<file path="src/rtl/fp_mul_pkg.sv">
// Shared types for the FP32 multiplier scheduler: operand width, default latency, tag format.
// Latency: n/a (types and constants only).
// Backpressure: n/a.
package fp_mul_pkg;

  localparam int FP_W        = 32;
  localparam int MUL_LAT_DEF = 4;
  localparam int MAX_REQ     = 8;
  localparam int ID_MAX_W    = $clog2(MAX_REQ);

  // Requester index, sized for the largest supported requester count.
  typedef logic [ID_MAX_W-1:0] req_id_t;

  // One entry of the tag pipe that shadows the multiplier pipeline.
  typedef struct packed {
    logic    valid;
    req_id_t id;
  } tag_t;

endpackage

</file>
<file path="src/rtl/rr_arbiter.sv">
// Grant arbiter: one-hot grant plus index, search starts just above ptr and wraps.
// Latency: combinational.
// Backpressure: en low or no request gives an all-zero grant.
module rr_arbiter
  import fp_mul_pkg::*;
#(
  parameter int N_REQ = 4
) (
  input  logic [N_REQ-1:0]    req,
  input  logic                en,
  input  logic [ID_MAX_W-1:0] ptr,
  output logic [N_REQ-1:0]    gnt,
  output logic [ID_MAX_W-1:0] gnt_idx
);

  logic [N_REQ-1:0] req_v;
  logic [N_REQ-1:0] req_hi;
  logic [N_REQ-1:0] pick;

  // Requests above ptr win first; otherwise wrap to the lowest requesting index.
  // With ptr = N_REQ-1 the upper set is empty, which is plain lowest-index priority.
  always_comb begin
    req_v  = en ? req : '0;
    req_hi = '0;
    for (int i = 0; i < N_REQ; i++) begin
      req_hi[i] = req_v[i] && (i > int'(ptr));
    end
    pick    = (req_hi != '0) ? req_hi : req_v;
    gnt     = '0;
    gnt_idx = '0;
    for (int i = N_REQ - 1; i >= 0; i--) begin
      if (pick[i]) begin
        gnt     = '0;
        gnt[i]  = 1'b1;
        gnt_idx = req_id_t'(i);
      end
    end
  end

endmodule

</file>
<file path="src/rtl/fp_mul_sched.sv">
// Shares one FP32 multiplier among N_REQ requesters; FP_MUL_SCHED_RR_EN selects round-robin, else fixed priority.
// Latency: response registered MUL_LAT+1 falling edges after acceptance; one op per cycle.
// Backpressure: req_ready grants at most one requester per cycle; responses have no backpressure.
module fp_mul_sched
  import fp_mul_pkg::*;
#(
  parameter int N_REQ   = 4,
  parameter int MUL_LAT = MUL_LAT_DEF
) (
  input  logic                           clk_n,
  input  logic                           rst_n,
  input  logic                           en,
  input  logic [N_REQ-1:0]               req_valid,
  input  logic [N_REQ*FP_W-1:0]          req_a,
  input  logic [N_REQ*FP_W-1:0]          req_b,
  output logic [N_REQ-1:0]               req_ready,
  output logic [FP_W-1:0]                mul_a,
  output logic [FP_W-1:0]                mul_b,
  input  logic [FP_W-1:0]                mul_result,
  output logic                           rsp_valid,
  output logic [$clog2(N_REQ)-1:0]       rsp_id,
  output logic [FP_W-1:0]                rsp_data,
  output logic [$clog2(MUL_LAT+2)-1:0]   inflight
);

  localparam int ID_W  = $clog2(N_REQ);
  localparam int CNT_W = $clog2(MUL_LAT + 2);

  logic [N_REQ-1:0] gnt;
  req_id_t          gnt_idx;
  req_id_t          ptr;
  logic             accept;

  logic [FP_W-1:0]  mul_a_q, mul_a_d;
  logic [FP_W-1:0]  mul_b_q, mul_b_d;
  tag_t [MUL_LAT:0] tag_q, tag_d;
  tag_t             tail;
  logic             rsp_valid_q, rsp_valid_d;
  logic [ID_W-1:0]  rsp_id_q, rsp_id_d;
  logic [FP_W-1:0]  rsp_data_q, rsp_data_d;
  logic [CNT_W-1:0] inflight_q, inflight_d;

  rr_arbiter #(.N_REQ(N_REQ)) u_arb (
    .req     (req_valid),
    .en      (en),
    .ptr     (ptr),
    .gnt     (gnt),
    .gnt_idx (gnt_idx)
  );

  assign req_ready = gnt;
  assign accept    = |gnt;

`ifdef FP_MUL_SCHED_RR_EN
  req_id_t ptr_q, ptr_d;

  // Pointer moves to the requester just served, so it becomes lowest priority next.
  always_comb begin
    ptr_d = accept ? gnt_idx : ptr_q;
  end

  // Pointer register; reset value gives requester 0 first priority.
  always_ff @(negedge clk_n or negedge rst_n) begin
    if (!rst_n) ptr_q <= req_id_t'(N_REQ - 1);
    else        ptr_q <= ptr_d;
  end

  assign ptr = ptr_q;
`else
  // Fixed pointer at the top index makes the arbiter pure lowest-index priority.
  assign ptr = req_id_t'(N_REQ - 1);
`endif

  // Operand mux: only the granted slice is captured; idle cycles present zeros.
  always_comb begin
    mul_a_d = '0;
    mul_b_d = '0;
    for (int i = 0; i < N_REQ; i++) begin
      if (gnt[i]) begin
        mul_a_d = req_a[FP_W*i +: FP_W];
        mul_b_d = req_b[FP_W*i +: FP_W];
      end
    end
  end

  // Tag pipe runs in lockstep with the multiplier; the tail lines up with mul_result.
  always_comb begin
    tag_d          = '0;
    tag_d[0].valid = accept;
    tag_d[0].id    = gnt_idx;
    for (int k = 1; k <= MUL_LAT; k++) begin
      tag_d[k] = tag_q[k-1];
    end
  end

  assign tail = tag_q[MUL_LAT];

  // Response capture: strobe follows the tail valid, id/data only load on a real result.
  always_comb begin
    rsp_valid_d = tail.valid;
    rsp_id_d    = rsp_id_q;
    rsp_data_d  = rsp_data_q;
    if (tail.valid) begin
      rsp_id_d   = ID_W'(tail.id);
      rsp_data_d = mul_result;
    end
  end

  // In-flight count: an op stops counting on the edge its response strobe goes out.
  always_comb begin
    inflight_d = inflight_q;
    case ({accept, rsp_valid_d})
      2'b10:   inflight_d = inflight_q + CNT_W'(1);
      2'b01:   inflight_d = inflight_q - CNT_W'(1);
      default: inflight_d = inflight_q;
    endcase
  end

  // Datapath and control state; reset discards every in-flight tag.
  always_ff @(negedge clk_n or negedge rst_n) begin
    if (!rst_n) begin
      mul_a_q     <= '0;
      mul_b_q     <= '0;
      tag_q       <= '0;
      rsp_valid_q <= 1'b0;
      rsp_id_q    <= '0;
      rsp_data_q  <= '0;
      inflight_q  <= '0;
    end else begin
      mul_a_q     <= mul_a_d;
      mul_b_q     <= mul_b_d;
      tag_q       <= tag_d;
      rsp_valid_q <= rsp_valid_d;
      rsp_id_q    <= rsp_id_d;
      rsp_data_q  <= rsp_data_d;
      inflight_q  <= inflight_d;
    end
  end

  assign mul_a     = mul_a_q;
  assign mul_b     = mul_b_q;
  assign rsp_valid = rsp_valid_q;
  assign rsp_id    = rsp_id_q;
  assign rsp_data  = rsp_data_q;
  assign inflight  = inflight_q;

endmodule

</file>
<file path="config.mk">
export PLATFORM = sky130hd
export DESIGN_NAME = fp_mul_sched
export DESIGN_NICKNAME = d
export VERILOG_FILES = /design/src/rtl/fp_mul_pkg.sv /design/src/rtl/rr_arbiter.sv /design/src/rtl/fp_mul_sched.sv
export SDC_FILE = /design/constraint.sdc
export NUM_CORES = 1
export LEC_CHECK = 0
export CAP_MARGIN = 20
export CORE_AREA = 2 2 155 157
export CTS_BUF_LIST = sky130_fd_sc_hd__clkbuf_4
export DETAILED_ROUTE_END_ITERATION = 6
export DIE_AREA = 0 0 157 159
export GPL_TIMING_DRIVEN = 0
export PLACE_DENSITY = 0.58
export SETUP_SLACK_MARGIN = 0.5
export SYNTH_ARGS = -nofsm -noshare
export SYNTH_HDL_FRONTEND = slang
export SYNTH_SLANG_ARGS = --single-unit
</file>
<file path="constraint.sdc">
create_clock -name clk_n -period 2.15 [get_ports clk_n]
set_input_delay 0.215 -clock clk_n [delete_from_list [all_inputs] [get_ports clk_n]]
set_output_delay 0.215 -clock clk_n [all_outputs]
set_load 0.02 [all_outputs]
</file>
# Word-level counts from Yosys, hierarchy flattened
# Cells that the tools add are included.
dict set report op_classes {
  n_addsub 2
  n_eq_ne 2
  mux 18
  n_reduce_logical 2
}
# cell count
set op_table {}
lappend op_table {{32-bit 2-to-1 mux} 8}
lappend op_table {{4-bit 2-to-1 mux} 5}
lappend op_table {{2-bit 2-to-1 mux} 4}
lappend op_table {{3-bit one-hot mux with 2 select lines} 1}
lappend op_table {{4-bit OR reduction} 1}
lappend op_table {{3-bit by 1-bit adder with 3-bit output, second input constant} 1}
lappend op_table {{3-bit by 1-bit subtractor with 3-bit output, second input constant} 1}
lappend op_table {{2-bit by 1-bit equality test with 1-bit output, second input constant} 1}
lappend op_table {{2-bit equality test, second input constant} 1}
lappend op_table {{2-bit nonzero test} 1}
dict set report totals {
  register_bits 117
  input_bits 295
  output_inout_bits 106
}

# Logic depth before layout (Yosys ltp)
dict set report logic_depth {
  word_depth 9
  ltp_mapped 9
  ltp_nobuf 7
}

# By module
# A second synthesis with hierarchy kept.
dict set report unflattened {
  hier_cells 496
  area_unflattened_um2 6362.4
}
# mod n_inst cells_per_inst area_per_inst_um2 seq_area_each_um2
set modules_own_cells {}
lappend modules_own_cells {fp_mul_sched 1 465 6157.2 2927.8}
lappend modules_own_cells {rr_arbiter 1 31 205.2 0.0}

==> flow_metrics.env <==
export IMPL_drv_cap=0
export IMPL_chipWidth_um=157
export IMPL_clock_root_buffer="clkbuf_4"
export IMPL_tns_ns=-27.50
export IMPL_place_hpwl_um=20900
export IMPL_h_tree_depth=4
export IMPL_p_leak_uw=0.00569
export IMPL_yosysWarnings=0
export IMPL_die_h_um=159
export IMPL_hold_class="flip-flop to flip-flop"
export IMPL_utilization_pct=55.1
export IMPL_tightestPinTransition_ns=1.02
export IMPL_async_flop_share_pct=100
export IMPL_hold_viol_final=0
export IMPL_syn_nets=917
export IMPL_routedWlPerCell_um=20.2
export IMPL_path_class="input pin to flip-flop"
export IMPL_violations="setup timing"
export IMPL_netlist_cell_type_count=25
export IMPL_synth_flop_cell="dfrtn_1"
export IMPL_outcome="finished with violations"
export IMPL_path_clk_slew_ns=0.07
export IMPL_worstPathRequired_ns=1.38
export IMPL_worstSetupStartpointType="input pin"
export IMPL_grt_start_max_net_pins=88
export IMPL_first_global_vias=7056
export IMPL_rsz0062_at_grt="yes"
export IMPL_nNetsFinal=1390
export IMPL_die_area_sq_mm=0.0250
export IMPL_viasPerCell=4.63
export IMPL_area_growth_pct=113
export IMPL_r2r_end="inflight[2]$_DFFE_NN0P_"
export IMPL_cp_arrival_ns=1.83
export IMPL_coreArea_sq_mm=0.0232
export IMPL_reg2regPathDepth=7
export IMPL_ys_seq_area_share_pct=48.9
export IMPL_cts_hold_fix_buffers=0
export IMPL_final_area_sq_mm=0.0128
export IMPL_place_worst_setup_slack_ns=-1.76
export IMPL_irDropWorstVdd_uv=258
export IMPL_dr_pass1_iters=4
export IMPL_gp_congestion=0.797
export IMPL_cp_endpoint="inflight[2]$_DFFE_NN0P_"
export IMPL_clock_sinks=117
export IMPL_detail_route_antenna_nets=0
export IMPL_placed_area_sq_mm=0.0111
export IMPL_drc=0
export IMPL_cp_max_fo=2
export IMPL_drv_slew=0
export IMPL_grt_ovfl_total=0
export IMPL_setup_viol=169
export IMPL_start_util_pct=25.8
export IMPL_fillers=2103
export IMPL_port_buffers=400
export IMPL_synth_cells=620
export IMPL_io_pins=401
export IMPL_finalWorstSetupSlack_ns=-0.453
export IMPL_grt_pass1_wl_um=41500
export IMPL_r2r_setup_slack_ns=0.52
export IMPL_cp_end_kind="flip-flop"
export IMPL_synth_ff_latch_count=117
export IMPL_r2r_start="inflight[1]$_DFFE_NN0P_"
export IMPL_drive_above_1_share_pct=33.2
export IMPL_syn_avg_cell_area_sq_um=9.66
export IMPL_holdWs_ns=0.292
export IMPL_slew_headroom_pct=31.9
export IMPL_num_vias=6596
export IMPL_min_delay_start="tag_d[9]$_DFF_NN0_"
export IMPL_wirelength_um=28800
export IMPL_clock_skew_ns=0.00668
export IMPL_clock_latency_ns=0.45
export IMPL_grt_usage_pct=22.2
export IMPL_crit_path_start="req_valid[0]"
export IMPL_cts_tree="built"
export IMPL_power_density_mw_per_mm2=510
export IMPL_netlist_area_sq_mm=0.00599
export IMPL_clk_path_buf_depth=2
export IMPL_antenna_found_initial=1
export IMPL_rows=56
export IMPL_numCtsBuffers=17
export IMPL_synth_enable_flop_cells=0
export IMPL_drt_iter0_markers=176
through the flow:
| stage | instances | total power, uW |
|---|---|---|
| 3_3_place_gp | 1339 | 4540 |
| 3_5_place_dp | 1340 | 4550 |
| 5_1_grt | 1425 | 6840 |
| 6_report | 1425 | 6520 |
| 2_1_floorplan | 620 | 3350 |
| 4_1_cts | 1407 | 6480 |
layout make-up:
cell class | count | area, sq um | share of cell area (%)
Antenna cell | 1 | 2.50 | 0.0196
Buffer | 60 | 623 | 4.88
Clock buffer | 17 | 128 | 0.999
Clock inverter | 14 | 136 | 1.07
Inverter | 6 | 27.5 | 0.216
Multi-Input combinational cell | 437 | 3800 | 29.8
Sequential cell | 117 | 2930 | 22.9
Tap cell | 319 | 399 | 3.13
Timing Repair Buffer | 454 | 4730 | 37.0
registers in the layout, summed over array words and instances (netlist names):
name	cells
tag_q	2
rsp_id	2
tag_d	12
rsp_valid_d	1
mul_b	32
rsp_valid	1
mul_a	32
inflight	3
rsp_data	32
kinds of logic (layout without fill, tap and decap cells):
logic type                 after synthesis  count (layout)  share of synthesized area [%]
adders and majority gates                2               2                          0.543
and+or+nand+nor                        267             267                           26.5
DFF                                    117             117                           48.9
buffers and inverters                   66             551                           4.91
AOI/OAI and AO/OA                      131             131                           12.3
muxes                                   34              34                           6.39
xor gates and xnor gates                 3               3                          0.439
other                                    0               1                              0
critical path, cell delays in order:
cell and delay [ns]:
buf_12 0.11, clkbuf_16 0.14, clkbuf_16 0.14, o41ai_4 0.29, ha_4 0.19, inv_2 0.03
fa_2 0.33, xor2_1 0.15, nor2_1 0.15, xor2_1 0.08
power breakdown:
part / switching [uW] / leakage [uW] / total (uW) / internal (uW)
sequential: 124 / 0.00148 / 2560 / 2440
clock: 942 / 0.000138 / 1610 / 672
combinational: 976 / 0.00407 / 2350 / 1370
how the worst min path moves through the flow:
stage	endpoint	cells past startpoint
6_report	tag_d[13]$_DFF_NN0_	0
4_1_cts	tag_d[13]$_DFF_NN0_	0
5_1_grt	tag_d[13]$_DFF_NN0_	0
3_3_place_gp	tag_q[17]$_DFF_NN0_	0
2_1_floorplan	rsp_valid_d$_DFF_NN0_	0
3_5_place_dp	tag_d[17]$_DFF_NN0_	0
cells in the mapped netlist, types with 2 or more instances:
cell | count | area (sq um)
dfrtn_1 | 117 | 2930
and3b_1 | 64 | 561
clkbuf_1 | 52 | 195
o21ai_1 | 16 | 80.1
xor2_1 | 2 | 17.5
buf_6 | 6 | 67.6
o21ai_0 | 49 | 245
nor2_1 | 4 | 15.0
nand2b_1 | 2 | 12.5
a31oi_1 | 64 | 400
and2_1 | 65 | 407
nor3_1 | 64 | 320
mux2_2 | 34 | 383
inv_1 | 6 | 22.5
nand2_1 | 65 | 244
cells in the final DEF, fill, tap and decap left out, types with 13 or more instances in the layout:
cell,instances
a31oi_1,47
and2_1,65
and3b_1,64
buf_4,36
buf_6,114
clkbuf_1,13
clkbuf_16,16
clkbuf_2,18
clkbuf_4,25
clkdlybuf4s50_1,288
dfrtn_1,117
mux2_4,32
nand2_1,65
nor3_2,13
nor3_4,50
o21ai_0,36
o21ai_1,27
timing repair:
action | in CTS | in global routing
endpoints found under the setup margin | 206 | 175
pin swaps | 12 | 49
setup buffers | 27 | 17
gates resized for setup | 736 | 103
cloned | 9 | 0
layer usage:
metal	vias up	global-route usage (%)	wire, um
met5	-	0	0
met4	0	6.92	742
met3	40	8.36	2630
met2	287	40.5	14900
met1	3125	23.5	10500
li1	3144	-	-
Note: power is estimated with default switching activity, not from simulation.
